[src/rtl/ps2_pkg.sv]
// Shared PS/2 receiver definitions: frame geometry, deframer state encoding, common scan codes.
package ps2_pkg;

  localparam int FRAME_BITS = 11;
  localparam int DATA_BITS  = 8;

  localparam logic [7:0] BREAK_F0 = 8'hF0;
  localparam logic [7:0] EXT_E0   = 8'hE0;

  localparam logic [1:0] ST_IDLE   = 2'd0;
  localparam logic [1:0] ST_DATA   = 2'd1;
  localparam logic [1:0] ST_PARITY = 2'd2;
  localparam logic [1:0] ST_STOP   = 2'd3;

  // A frame is good when the stop bit is high and data plus parity carry odd parity.
  function automatic logic frame_ok(input logic [DATA_BITS-1:0] data,
                                    input logic parity,
                                    input logic stop);
    return stop && (^{data, parity});
  endfunction

endpackage

[src/rtl/ps2_rx_fifo.sv]
// Scan-code FIFO with wrap-bit pointers; a push into a full FIFO is accepted only alongside a pop.
module ps2_rx_fifo #(
  parameter int FIFO_DEPTH = 8
) (
  input  logic       clk,
  input  logic       rst_n,
  input  logic       push,
  input  logic       pop,
  input  logic [7:0] din,
  output logic [7:0] dout,
  output logic       full,
  output logic       empty
);

  localparam int AW = $clog2(FIFO_DEPTH);

  logic [7:0]  mem [FIFO_DEPTH];
  logic [AW:0] wr_ptr;
  logic [AW:0] rd_ptr;
  logic        do_write;
  logic        do_read;

  assign empty    = (wr_ptr == rd_ptr);
  assign full     = (wr_ptr[AW] != rd_ptr[AW]) && (wr_ptr[AW-1:0] == rd_ptr[AW-1:0]);
  assign do_read  = pop && !empty;
  assign do_write = push && (!full || do_read);
  assign dout     = empty ? 8'h00 : mem[rd_ptr[AW-1:0]];

  always_ff @(posedge clk or negedge rst_n) begin
    if (!rst_n) begin
      wr_ptr <= '0;
      rd_ptr <= '0;
    end else begin
      if (do_write) wr_ptr <= wr_ptr + {{AW{1'b0}}, 1'b1};
      if (do_read)  rd_ptr <= rd_ptr + {{AW{1'b0}}, 1'b1};
    end
  end

  // When full, the write lands in the slot the simultaneous pop is vacating.
  always_ff @(posedge clk) begin
    if (do_write) mem[wr_ptr[AW-1:0]] <= din;
  end

endmodule

[src/rtl/ps2_keyboard.sv]
// PS/2 keyboard receiver: synchronises the pad lines, deframes scan codes and queues them for bus reads.
// Define PS2_FRAME_CHECK_EN to discard frames with a bad stop bit or even parity.
module ps2_keyboard
  import ps2_pkg::*;
#(
  parameter int FIFO_DEPTH  = 8,
  parameter int SYNC_STAGES = 3,
  parameter int TIMEOUT_CYC = 100000
) (
  input  logic       clk,
  input  logic       rst_n,
  input  logic       ps2_clk,
  input  logic       ps2_data,
  input  logic       io_rdn,
  output logic       ready,
  output logic [7:0] key_data,
  output logic       overflow
);

  localparam int WD_W = (TIMEOUT_CYC > 2) ? $clog2(TIMEOUT_CYC) : 1;
  localparam logic [WD_W-1:0] WD_LAST = WD_W'(TIMEOUT_CYC - 1);

  logic [SYNC_STAGES-1:0] clk_sync;
  logic [SYNC_STAGES-1:0] data_sync;
  logic                   clk_prev;
  logic                   fall_edge;
  logic                   bit_in;

  logic [1:0]             state;
  logic [DATA_BITS-1:0]   shift_reg;
  logic [2:0]             bit_cnt;
  logic [WD_W-1:0]        wd_cnt;

  logic                   io_rdn_q;
  logic                   push_req;
  logic                   pop_req;
  logic                   frame_good;
  logic                   fifo_full;
  logic                   fifo_empty;

  assign fall_edge = clk_prev & ~clk_sync[SYNC_STAGES-1];
  assign bit_in    = data_sync[SYNC_STAGES-1];

  // Sync chains reset to the idle-high line level so reset never fakes an edge.
  always_ff @(posedge clk or negedge rst_n) begin
    if (!rst_n) begin
      clk_sync  <= '1;
      data_sync <= '1;
      clk_prev  <= 1'b1;
    end else begin
      clk_sync  <= {clk_sync[SYNC_STAGES-2:0], ps2_clk};
      data_sync <= {data_sync[SYNC_STAGES-2:0], ps2_data};
      clk_prev  <= clk_sync[SYNC_STAGES-1];
    end
  end

`ifdef PS2_FRAME_CHECK_EN
  logic parity_bit;

  always_ff @(posedge clk or negedge rst_n) begin
    if (!rst_n) begin
      parity_bit <= 1'b0;
    end else if (fall_edge && state == ST_PARITY) begin
      parity_bit <= bit_in;
    end
  end

  assign frame_good = frame_ok(shift_reg, parity_bit, bit_in);
`else
  assign frame_good = 1'b1;
`endif

  assign push_req = fall_edge && (state == ST_STOP) && frame_good;

  always_ff @(posedge clk or negedge rst_n) begin
    if (!rst_n) begin
      state     <= ST_IDLE;
      shift_reg <= '0;
      bit_cnt   <= '0;
      wd_cnt    <= '0;
    end else begin
      if (state == ST_IDLE || fall_edge) wd_cnt <= '0;
      else                               wd_cnt <= wd_cnt + {{(WD_W-1){1'b0}}, 1'b1};

      case (state)
        ST_IDLE: begin
          if (fall_edge && !bit_in) begin
            state   <= ST_DATA;
            bit_cnt <= '0;
          end
        end
        ST_DATA: begin
          if (fall_edge) begin
            shift_reg <= {bit_in, shift_reg[DATA_BITS-1:1]};
            bit_cnt   <= bit_cnt + 3'd1;
            if (bit_cnt == 3'(DATA_BITS - 1)) state <= ST_PARITY;
          end
        end
        ST_PARITY: if (fall_edge) state <= ST_STOP;
        ST_STOP:   if (fall_edge) state <= ST_IDLE;
        default:   state <= ST_IDLE;
      endcase

      // A stalled frame is abandoned so the next start bit is found cleanly.
      if (state != ST_IDLE && !fall_edge && wd_cnt == WD_LAST) state <= ST_IDLE;
    end
  end

  assign pop_req = io_rdn & ~io_rdn_q & ~fifo_empty;

  always_ff @(posedge clk or negedge rst_n) begin
    if (!rst_n) begin
      io_rdn_q <= 1'b1;
      overflow <= 1'b0;
    end else begin
      io_rdn_q <= io_rdn;
      if (push_req && fifo_full && !pop_req) overflow <= 1'b1;
    end
  end

  ps2_rx_fifo #(
    .FIFO_DEPTH(FIFO_DEPTH)
  ) u_fifo (
    .clk   (clk),
    .rst_n (rst_n),
    .push  (push_req),
    .pop   (pop_req),
    .din   (shift_reg),
    .dout  (key_data),
    .full  (fifo_full),
    .empty (fifo_empty)
  );

  assign ready = ~fifo_empty;

endmodule
[config.mk]
export PLATFORM = sky130hd
export DESIGN_NAME = ps2_keyboard
export DESIGN_NICKNAME = d
export VERILOG_FILES = /design/src/rtl/ps2_pkg.sv /design/src/rtl/ps2_rx_fifo.sv /design/src/rtl/ps2_keyboard.sv
export SDC_FILE = /design/constraint.sdc
export NUM_CORES = 1
export LEC_CHECK = 0
export ABC_AREA = 1
export BUFFER_PORTS_ARGS = -buffer_cell sky130_fd_sc_hd__buf_2
export CORE_ASPECT_RATIO = 1.5
export CORE_MARGIN = 8
export CORE_UTILIZATION = 40
export DETAILED_ROUTE_END_ITERATION = 10
export GPL_ROUTABILITY_DRIVEN = 0
export PLACE_DENSITY = 0.64
export SYNTH_ARGS = -nofsm -noshare
export SYNTH_HDL_FRONTEND = slang
export SYNTH_SLANG_ARGS = --single-unit
[constraint.sdc]
create_clock -name clk -period 1.92 [get_ports clk]
set_input_delay 0.288 -clock clk [delete_from_list [all_inputs] [get_ports clk]]
set_output_delay 0.288 -clock clk [all_outputs]
set_load 0.05 [all_outputs]
==> impl_metrics.ini <==
[die]
core_area_um2 = 12300
fp.dieH_um = 152
rows = 50
io_pins = 15
initial_utilization_pct = 40.3
dieArea_um2 = 16300
chipWidth_um = 107

[place]
dp_hpwl_um = 6730
port_buffers = 14
placed_cells_incl_taps = 667
dp_slack_ns = 0.140
post_dp_cell_area_um2 = 5360

[setup_path]
slowest_stage = dfrtp_1
critPathArrivalTime_ns = 1.75
path_max_fanout = 8
cp_top_family = buffers and inverters
crit_buf_inv = 3
cp-start-kind = flop
worstSetupPathType = flop to primary output
cp-end-kind = primary output
cp.required_ns = 1.63
worstPathCellList = buf_6, clkbuf_16, nor2_2, nor2_1, o21ai_1, o21ai_1, nor2_1, nor2_2, buf_6
cpPeakStageDelay_ns = 0.40

[sta]
slew_headroom_pct = 67.6
setup_slack_ns = -0.114
setup-violations-final = 8
tightest_slew_ns = 0.486
fin_crit_ns = 2.03
clock-skew-final_ns = 0.00813
slew_viol_final = 0
rsz0062_at_grt = true
min_period_over_period_pct = 106
hold_violations = 0
fmax_ghz = 0.492

[clock_network]
clockRootBuffer = clkbuf_16
clkSinkCount = 111
tritoncts = built
clockBufferDepth = 2
clk_pin_slew_ns = 0.07
cts-buffers-inserted = 9
ctsHtreeMaxLevel = 3
clk_latency_ns = 0.35

[min_path]
min_path_type = primary input to flop

[pwr]
total_power_mw = 9.44
power_density_nw_per_um2 = 1590
clkPwrFrac_pct = 19.4
swShare_pct = 40.9
p_int_mw = 5.57
power_leakage_nw = 2.41
ir_drop_mv = 0.717
power_frac_comb_pct = 47.1
switchingPower_mw = 3.86
p_seq_share_pct = 33.5

[route]
drt-pass1-iter-count = 4
routedWlPerCell_um = 14.9
drc = 0
antenna_left = 0
first_iter_violations = 180
vias = 3503
via_per_inst = 5.04
routed_wl_um = 10300

[synth]
synth.most_common_cell = nor2_1
synth_cell_type_count = 32
synth_seq_cells = 111
ys_async_sr_fraction_pct = 42.3
syn_area_um2 = 4960
synth_fp_nets = 504
synthCells = 489
netlist_top_cells_area = edfxtp_1, dfrtp_1, nor2_1
yosysWarnings = 0
post-synth-top-area-cell = edfxtp_1
synth_common_cells = nor2_1, nand2_1, edfxtp_1, o21ai_0, dfrtp_1
synth_ff_type = edfxtp_1
yosysSeqAreaShare_pct = 62.6
synth_edf_count = 64
yosysTopAreaCellShare_pct = 38.7
synth_area_per_cell_um2 = 10.1

[outcome]
violations = negative setup slack
status = finished, violations left

[layout]
largest_reg_flops = 64
fin_cells = 695
syn_to_final_growth_pct = 19.5
fin_nets = 549
insertedDiodeCount = 0
final_area_um2 = 5930
drive_gt1_share_pct = 21.3

[grt]
grt-ovfl-total = 0
grt_usage_pct = 13.1
grt_pass1_wl_um = 16900
antenna_found_initial = 0
grt_max_degree = 36
grt_pass1_vias = 3551

[flow_run]
cap_violations = 0
## path summary, 6_finish.rpt
check                            startpoint  cells past startpoint               end  slack, ns
hold / removal                     ps2_data                      1      data_sync[0]       0.03
setup reg to reg           u_fifo.rd_ptr[0]                     10  u_fifo.mem[6][3]          0
max in group asynchronous             rst_n                      3       clk_sync[2]       0.80
min in group asynchronous             rst_n                      2        wd_cnt[14]       0.43
hold reg to reg                 clk_sync[0]                      0       clk_sync[1]       0.36
setup / recovery           u_fifo.rd_ptr[0]                      9       key_data[6]      -0.11
## metal layers
layer	vias up	track usage, %	part of all wire, %
met5	-	0	0
met4	0	5.25	2.1
met3	19	2.50	2.8
met2	55	24.9	57
met1	1702	13.3	39
li1	1727	-	-
## stage by stage
stage               hold slack (ns)  utilization, %  setup TNS (ns)
finish                       0.0312            48.1          -0.799
global route                 0.0216            48.1           -3.85
CTS                          0.0199            47.8          -0.893
detailed placement            0.285            43.5               0
global placement              0.281            43.5               0
floorplan                  -0.00759               -               0
## kinds of logic after synthesis
kind of cell / synth area share [%]
DFF: 62.6
AOI/OAI and AO/OA: 8.17
adders and majority gates: 2.52
buffers and inverters: 4.89
xor gates and xnor gates: 2.75
and+or+nand+nor: 19.0
## power by group through the flow
stage	clock [mW]	sequential (mW)	combinational (mW)
floorplan	0	3.09	2.68
global placement	0	3.19	3.32
detailed placement	0	3.21	3.41
CTS	1.88	3.16	4.35
global route	1.95	3.20	4.79
finish	1.83	3.16	4.44
## final cells by class
class / count / area [um2]
fillers: 1145 / 6390
clock inverters: 6 / 57.6
inverters: 35 / 134
well taps: 156 / 195
multi-input cells: 326 / 1690
clock buffers: 10 / 239
flip-flops and latches: 111 / 3110
repair buffers: 51 / 509
## layout by cell type, fill, tap and decap left out, types with 6 or more instances in the layout
master,n
ha_1,10
dfrtp_1,39
o21ai_0,38
clkbuf_16,10
buf_4,28
nand2_1,74
edfxtp_1,64
nand4_1,6
nand3_1,19
dfstp_2,8
buf_6,11
a21oi_1,6
inv_1,34
nor2_2,16
o21ai_2,8
nor2_1,93
o21ai_1,25
## what timing repair did
action                                 CTS  global route
hold buffers                             1             0
cloned                                   3             1
pin swaps                                9            10
setup endpoints to repair                9             9
buffers inserted                         6             1
resized for setup                       55            14
endpoints found under the hold margin   16             0
## worst register-to-register path, stage by stage (launching register included)
cell      delay, ns
dfrtp_1        0.40
buf_6          0.13
xnor2_2        0.12
nand2_2        0.09
nor2_4         0.07
buf_4          0.13
buf_4          0.14
nand2_4        0.09
nand3b_2       0.13
nor2_1         0.12
buf_4          0.20
Power figures use the tool's default switching activity.
